[src/rtl/seg_capture.sv]
// seg_capture: debounced capture of a multiplexed 4-digit seven-segment bus into a 16-bit hex value.
// Optional inter-digit timeout is enabled by defining SEG_CAPTURE_TIMEOUT_EN.
module seg_capture #(
    parameter int STABLE_CYCLES  = 4,
    parameter int TIMEOUT_CYCLES = 1024
) (
    input  logic        clk,
    input  logic        reset,
    input  logic [6:0]  digit,
    input  logic [3:0]  an,
    output logic [15:0] value,
    output logic        value_valid,
    output logic        err,
    output logic [1:0]  err_code
);
    typedef enum logic [1:0] {IDLE, COL1, COL2, COL3} state_t;

    state_t      r_state, w_state_n;
    logic [6:0]  r_dig_s1, r_dig_s2;
    logic [3:0]  r_an_s1, r_an_s2;
    logic [10:0] r_prev, w_s;
    logic [7:0]  r_cnt;
    logic [15:0] r_frame, w_frame_n, r_value;
    logic        r_bad, w_bad_n, r_vv, w_vv, r_err, w_err;
    logic [1:0]  r_code, w_code, w_k;
    logic [3:0]  w_nib;
    logic        w_same, w_accept, w_blank, w_one, w_pbad;

    assign w_s      = {r_an_s2, r_dig_s2};
    assign w_same   = w_s == r_prev;
    assign w_accept = w_same && r_cnt == 8'(STABLE_CYCLES - 1);
    assign w_blank  = r_an_s2 == 4'hF;
    assign w_one    = $onehot(~r_an_s2);
    assign w_k      = !r_an_s2[0] ? 2'd0 : !r_an_s2[1] ? 2'd1 : !r_an_s2[2] ? 2'd2 : 2'd3;

    // two-flop synchronizers, idle (all ones) out of reset
    always_ff @(posedge clk or posedge reset) begin
        if (reset) begin
            r_dig_s1 <= '1;
            r_dig_s2 <= '1;
            r_an_s1  <= '1;
            r_an_s2  <= '1;
        end else begin
            r_dig_s1 <= digit;
            r_dig_s2 <= r_dig_s1;
            r_an_s1  <= an;
            r_an_s2  <= r_an_s1;
        end
    end

    // stability counter: clears on any change, saturates so accept fires once per window
    always_ff @(posedge clk or posedge reset) begin
        if (reset) begin
            r_prev <= '1;
            r_cnt  <= '0;
        end else begin
            r_prev <= w_s;
            r_cnt  <= !w_same ? '0 : (r_cnt == 8'(STABLE_CYCLES)) ? r_cnt : r_cnt + 8'd1;
        end
    end

    // segment pattern to nibble; unknown patterns flag bad and store 0
    always_comb begin
        w_nib  = 4'h0;
        w_pbad = 1'b0;
        case (r_dig_s2)
            7'h40: w_nib = 4'h0;
            7'h79: w_nib = 4'h1;
            7'h24: w_nib = 4'h2;
            7'h30: w_nib = 4'h3;
            7'h19: w_nib = 4'h4;
            7'h12: w_nib = 4'h5;
            7'h02: w_nib = 4'h6;
            7'h78: w_nib = 4'h7;
            7'h00: w_nib = 4'h8;
            7'h10: w_nib = 4'h9;
            7'h08: w_nib = 4'hA;
            7'h03: w_nib = 4'hB;
            7'h46: w_nib = 4'hC;
            7'h21: w_nib = 4'hD;
            7'h06: w_nib = 4'hE;
            7'h0E: w_nib = 4'hF;
            default: w_pbad = 1'b1;
        endcase
    end

`ifdef SEG_CAPTURE_TIMEOUT_EN
    localparam int TW = $clog2(TIMEOUT_CYCLES + 1);
    logic [TW-1:0] r_tmr;
    logic          w_timeout;

    // an accept in the same cycle as expiry wins, so it masks the timeout
    assign w_timeout = r_state != IDLE && !w_accept && r_tmr == TW'(TIMEOUT_CYCLES - 1);

    // cycles since last accept while collecting
    always_ff @(posedge clk or posedge reset) begin
        if (reset) r_tmr <= '0;
        else       r_tmr <= (r_state == IDLE || w_accept) ? '0 : r_tmr + 1'b1;
    end
`else
    logic w_unused_timeout;
    assign w_unused_timeout = ^TIMEOUT_CYCLES;
`endif

    // frame sequencing: next state, nibble storage and output pulses
    always_comb begin
        w_state_n = r_state;
        w_frame_n = r_frame;
        w_bad_n   = r_bad;
        w_vv      = 1'b0;
        w_err     = 1'b0;
        w_code    = r_code;
        if (w_accept && !w_blank) begin
            if (w_one && w_k == 2'd0) begin
                w_frame_n[3:0] = w_nib;
                w_bad_n        = w_pbad;
                w_state_n      = COL1;
                if (r_state != IDLE) begin
                    w_err  = 1'b1;
                    w_code = 2'b10;
                end
            end else if (r_state != IDLE) begin
                if (w_one && w_k == r_state) begin
                    w_frame_n[{w_k, 2'b00} +: 4] = w_nib;
                    w_bad_n                      = r_bad | w_pbad;
                    w_state_n                    = r_state == COL3 ? IDLE : state_t'(r_state + 2'd1);
                    if (r_state == COL3) begin
                        w_vv   = !w_bad_n;
                        w_err  = w_bad_n;
                        w_code = w_bad_n ? 2'b01 : r_code;
                    end
                end else begin
                    w_state_n = IDLE;
                    w_err     = 1'b1;
                    w_code    = 2'b10;
                end
            end
        end
`ifdef SEG_CAPTURE_TIMEOUT_EN
        if (w_timeout) begin
            w_state_n = IDLE;
            w_err     = 1'b1;
            w_code    = 2'b11;
        end
`endif
    end

    // state and registered outputs
    always_ff @(posedge clk or posedge reset) begin
        if (reset) begin
            r_state <= IDLE;
            r_frame <= '0;
            r_bad   <= 1'b0;
            r_value <= '0;
            r_vv    <= 1'b0;
            r_err   <= 1'b0;
            r_code  <= 2'b00;
        end else begin
            r_state <= w_state_n;
            r_frame <= w_frame_n;
            r_bad   <= w_bad_n;
            r_value <= w_vv ? w_frame_n : r_value;
            r_vv    <= w_vv;
            r_err   <= w_err;
            r_code  <= w_code;
        end
    end

    assign value       = r_value;
    assign value_valid = r_vv;
    assign err         = r_err;
    assign err_code    = r_code;
endmodule

[config.mk]
export PLATFORM = sky130hd
export DESIGN_NAME = seg_capture
export DESIGN_NICKNAME = d
export VERILOG_FILES = /design/src/rtl/seg_capture.sv
export SDC_FILE = /design/constraint.sdc
export NUM_CORES = 1
export LEC_CHECK = 0
export ABC_AREA = 1
export BUFFER_PORTS_ARGS = -buffer_cell sky130_fd_sc_hd__buf_2
export CAP_MARGIN = 20
export CORE_AREA = 2 2 117 119
export CTS_CLUSTER_DIAMETER = 80
export DETAILED_ROUTE_END_ITERATION = 8
export DIE_AREA = 0 0 119 121
export GPL_TIMING_DRIVEN = 0
export PLACE_DENSITY = 0.43
export SYNTH_ARGS = -nofsm -noshare
export SYNTH_HDL_FRONTEND = slang
export SYNTH_SLANG_ARGS = --single-unit
[constraint.sdc]
create_clock -name clk -period 2.6 [get_ports clk]
set_input_delay 0 -clock clk [delete_from_list [all_inputs] [get_ports clk]]
set_output_delay 0 -clock clk [all_outputs]
set_load 0.1 [all_outputs]
# Word-level counts from Yosys, hierarchy flattened
# Cells that the tools add are included.
# classes
addsub	6
n_eq_ne	25
shifts	2
mux	37
bitwise_logic	2
n_reduce_logical	15
# ops
operator	count
one-hot mux 4 bit (15 select lines)	1
2-to-1 mux 16 bit	3
equality test 7 bit (second input constant)	4
2-to-1 mux 2 bit	12
equality test 7 x 5 -> 1 bit (second input constant)	3
equality test 7 x 6 -> 1 bit (second input constant)	3
bitwise mux 16 bit	1
2-to-1 mux 1 bit	16
2-to-1 mux 8 bit	2
OR reduction 16 bit	1
variable shift 4 x 6 -> 16 bit (first input constant)	1
variable part select 4 x 6 -> 16 bit	1
equality test 7 x 2 -> 1 bit (second input constant)	2
equality test 7 x 4 -> 1 bit (second input constant)	2
2-to-1 mux 12 bit	1
equality test 11 bit	1
adder 8 x 1 -> 8 bit (second input constant)	1
equality test 8 x 2 -> 1 bit (second input constant)	1
equality test 8 x 3 -> 1 bit (second input constant)	1
equality test 7 x 3 -> 1 bit (second input constant)	1
logical NOT 7 bit	1
!= test 3 x 2 -> 1 bit (second input constant)	2
negation 4 -> 6 bit	1
nonzero test 2 bit	3
other kinds (17)	22
# word_totals
register_bits	80
in_bits	13
out_inout_bits	20
wordCells	100

# Depth between registers and ports, before layout
# depth
depth_word	10
ltp_mapped	15
mapped_depth_nobuf	15

# Worst setup path before layout
# Ideal clock, no wire load.
# synth_timing
path_type	register to register
from	register r_an_s2[0]
to	register r_value[0] (netlist: value[0])
setup_ps	66
arrival_time_ps	2449
required_time_ps	2534
slack_ps	85
stages_incl_launch_ff	15
n_path_buf	1
period_less_slack_ps	2515
path_cell_list	dfstp_2 > fa_1 > inv_1 > ha_1 > ha_1 > nor2_1 > nand2_1 > nor2_1 > nand2_2 > nor2_8 > nand3_4 > nor2_8 > buf_12 > nand2_2 > nand2_2
# synth_via
elab_chain_len	9
word_cells_on_any_way	26
classes_between	add/sub (3); eq/ne (4); shift (2); mux (10); bitwise (1); reduce/logical (6)
# synth_lines
element	line	text
start: declaration	20	logic [3:0] r_an_s1, r_an_s2;
start signal: assignment	47	r_an_s2 <= r_an_s1;
NOT 4 bit	33	assign w_one = $onehot(~r_an_s2);
adder 1 x 1 -> 2 bit (not written as such)	33	
adder 2 x 2 -> 3 bit (not written as such)	33	
equality test 3 x 1 -> 1 bit	33	
logical AND 1 bit	123	if (w_one && w_k == r_state) begin
2-to-1 mux 1 bit	123	
2-to-1 mux 1 bit	122	end else if (r_state != IDLE) begin
2-to-1 mux 1 bit	114	if (w_one && w_k == 2'd0) begin
2-to-1 mux 1 bit (*)	113	if (w_accept && !w_blank) begin
via w_vv	24	logic r_bad, w_bad_n, r_vv, w_vv, r_err, w_err;
end signal: assignment	162	r_value <= w_vv ? w_frame_n : r_value;
end: declaration	23	logic [15:0] r_frame, w_frame_n, r_value;
# The timed path passes the listed nets; every way through them passes the cells marked *.
# A chain may end at the register's enable or synchronous reset.

# Final worst setup path
# layout_timing
from	register r_an_s2[1]
to	register r_value[7] (netlist: value[7])
# layout_via
elab_chain_len	9
word_cells_on_any_way	27
classes_between	add/sub (3); eq/ne (4); shift (2); mux (11); bitwise (1); reduce/logical (6)
# layout_lines
element	line	text
2-to-1 mux 2 bit / NOT 4 bit (equally long branches)	34, 33	
2-to-1 mux 2 bit / adder 1 x 1 -> 2 bit (equally long branches)	34, 33	
negation 4 -> 6 bit / adder 2 x 2 -> 3 bit (equally long branches)	124, 33	
variable part select 4 x 6 -> 16 bit, or another cell as far along	124	w_frame_n[{w_k, 2'b00} +: 4] = w_nib;
bitwise mux 16 bit / logical AND 1 bit (equally long branches)	124, 123	
2-to-1 mux 16 bit / 2-to-1 mux 1 bit (equally long branches)	123	
2-to-1 mux 16 bit / 2-to-1 mux 1 bit (equally long branches)	122	
2-to-1 mux 12 bit / 2-to-1 mux 1 bit (equally long branches)	114	
2-to-1 mux 16 bit / 2-to-1 mux 1 bit (equally long branches)	113	
# Parallel ways exist; a longest one is shown, timed or not.

==> reports/qor_table.md <==
| Parameter | Reported |
| --- | --- |
| Worst EP required | 2.84 ns |
| Setup violations, final | 16 |
| Setup skew after layout | 0.007046 ns |
| Hold Violations, Final | 0 |
| Via density | 4.251 |
| Violation count after the first detailed-route iteration | 68 |
| Antenna cell count | 0 |
| Vias in the first global route | 2,984 |
| Crit-path max FO | 6 |
| Register clock-pin slew on the reported worst setup and hold paths | 0.06 ns |
| Failing checks | setup timing |
| Post-detailed-route DRC marker count | 0 |
| Full die area | 14,400 um2 |
| Cell area after layout | 5117 um2 |
| Height of the die | 121 um |
| Hold Path Class | primary input to asynchronous set/reset pin |
| Setup repair after global routing missed its margin | true |
| Final worst slack | -0.02644 ns |
| Number of enable-type register cells in the synthesized netlist | 0 |
| Power density over the cells | 525.7 nW/um2 |
| Synthesized net count | 459 |
| Transition time of the tightest slew-check pin | 0.4842 ns |
| Final Non-Filler Cells | 688 |
| Detailed placer's ending HPWL | 5607 um |
| Antenna violations before repair | 0 |
| Post-route setup TNS | -0.2824 ns |
| Share of layout cells above drive strength 1 | 0.3672 |
| Starting density of the core | 0.2943 |
| Sequential area share after synthesis | 0.5305 |
| Largest net degree at the start of global routing | 45 |
| Standard-cell row count | 42 |
| Count of maximum capacitance violations | 0 |
| DP Area | 4262 um2 |
| Total clock buffers created by CTS | 9 |
| Distinct cell type count of the synthesized netlist | 34 |
| Status | finished, violations left |
| WHS | 0.2371 ns |
| Flops & latches, synth | 80 |
| Clock insertion delay at the later pin of the skew report | 0.34 ns |
| Post-place setup slack | -0.2129 ns |
| Minimum clock period | 2.626 ns |
| Overall routing resource usage | 0.1316 |
| Post-Syn Instances | 434 |
| Layout Nets | 532 |
| Die width | 119 um |
| Root Driver | clkbuf_16 |
| Arrival time of data at the critical path endpoint | 2.87 ns |
| Final period util | 1.010 |
| Crit path capture type | register |
| Slew headroom | 0.6772 |
| Core Region | 13,090 um2 |
| Average routed wire per standard cell | 12.21 um |
| TritonCTS clock tree | built |
| Critical path startpoint category | register |
| Number of routed nets with antenna violations | 0 |
| Share of flip-flops with an asynchronous set or reset | 1.000 |
| Vias post-DR | 2,925 |
| Count of pins on the block boundary | 33 |
| Total length of routed wires | 8398 um |
| Aggregate global routing overflow | 0 |
| Maximum vdd ir drop | 0.3503 mV |
| Warnings, synthesis | 0 |
| Weighted congestion reported at the end of routability-driven placement | 0.8387 |
| Length of the first detailed-routing pass in iterations | 4 |
| Average footprint of a synthesized cell | 8.874 um2 |
| Depth of the CTS H-tree | 3 |
| Number of port buffers | 32 |
| Area Overhead vs Synth | 32.88% |
| Dpl cells | 643 |
| First-pass GRT wire length | 14,570 um |
| Critical Setup Path Class | register to register |
| Maximum clock rate | 380.7 MHz |
| Clock Path Buffers | 2 |
| Primary FF master, synth | dfrtp_1 |
| Synthesized area | 3851 um2 |
| Pins over their slew limit | 0 |
| Number of clock sinks seen by CTS | 80 |
| Leakage | 2.668 nW |
state kept, by name (all words and copies together), names as in the netlist:
name	count
err	1
err_code	2
r_an_s1	4
r_an_s2	4
r_bad	1
r_cnt	8
r_dig_s1	7
r_dig_s2	7
r_frame	16
r_prev	11
r_state	2
value	16
value_valid	1
layout by cell type (no fill, tap or decap), types with 6 or more instances in the layout:
cell type,count
buf_2,33
ha_1,9
dlygate4sd3_1,12
inv_2,9
inv_1,41
buf_4,9
nand3_1,24
nor2_1,36
nor2_4,6
dfstp_2,33
nand2_1,112
nand2_2,35
buf_12,6
nand2_4,14
clkbuf_16,9
nor3_1,7
dfrtp_1,47
repair_timing:
action                                  in CTS  in global routing
buffers inserted                            14                  1
resized for setup                           29                 44
endpoints found under the setup margin      31                 31
hold buffers                                12                  0
pin swaps                                   25                 23
cloned                                       2                  0
hold endpoints to repair                    14                  0
cells in the mapped netlist (2+ instances only):
cell type	n	area [um2]
a211oi_1	2	15.01
a21oi_1	5	25.02
buf_2	2	10.01
dfrtp_1	47	1176
dfstp_2	33	867.1
ha_1	11	137.6
inv_1	45	168.9
inv_2	7	26.28
nand2_1	142	533.0
nand2_2	19	118.9
nand3_1	29	145.1
nand3_4	2	35.03
nand4_1	3	18.77
nand4_4	2	42.54
nor2_1	41	153.9
nor2_2	2	12.51
nor2_4	3	33.78
nor2_8	3	60.06
nor3_1	7	35.03
o21ai_0	5	25.02
o21ai_1	5	25.02
xnor2_1	5	43.79
xor2_1	3	26.28
through the flow:
stage,util,power (mW)
after detailed placement,0.3257,1.499
after CTS,0.3788,2.735
after floorplan,-,1.446
after global routing,0.3911,2.826
after global placement,0.3234,1.490
final,0.3911,2.690
path summary, 6_finish.rpt:
path                          endpoint         from  slack [ns]  depth (start not counted)
setup / recovery              value[7]   r_an_s2[1]       -0.03                         14
hold / removal                r_cnt[0]        reset        0.24                          3
setup reg to reg              value[7]   r_an_s2[1]       -0.03                         14
hold reg to reg            r_dig_s2[6]  r_dig_s1[6]        0.35                          0
max in group asynchronous     value[8]        reset        1.78                          4
min in group clk           r_dig_s1[2]     digit[2]        0.29                          2
logic make-up after synthesis:
family,Yosys count,synth area share
XOR/XNOR,8,0.01819
adder cells (fa/ha/maj),12,0.04094
buffers and inverters,57,0.06303
AND/OR/NAND/NOR,255,0.3142
flip-flops,80,0.5305
AO/OA/AOI/OAI,22,0.03314
final cells by class:
cell class	count	area (um2)
multi-input cells	297	1808
flip-flops and latches	80	2043
clock inverters	4	20.02
repair buffers	62	525.5
inverters	53	206.4
plain buffers	4	47.55
clock buffers	12	246.5
well taps	176	220.2
fillers	1299	7968
critical path, stage by stage (launching register included):
cell,delay (ns)
dfstp_2,0.57
fa_1,0.44
inv_2,0.08
ha_4,0.13
ha_4,0.20
nor2_4,0.08
nand2_1,0.07
nor2_2,0.15
nand2_4,0.11
nor2_8,0.14
buf_12,0.13
nand4_4,0.13
buf_12,0.20
nand2_2,0.05
nand2_2,0.05
report_power, final:
group          leakage, nW  total [mW]  switching, mW  internal (mW)
clock                0.128        1.14          0.480          0.664
sequential            1.00        1.31         0.0202           1.29
combinational         1.54       0.233          0.138         0.0949
routing by layer:
layer / share of wire / global-route usage / vias to the layer above
met3: 0.038 / 0.03900 / 14
met2: 0.47 / 0.2148 / 40
li1: - / - / 1490
met1: 0.47 / 0.1623 / 1381
met4: 0.023 / 0.05580 / 0
met5: 0 / 0 / -
Power figures use the tool's default switching activity.
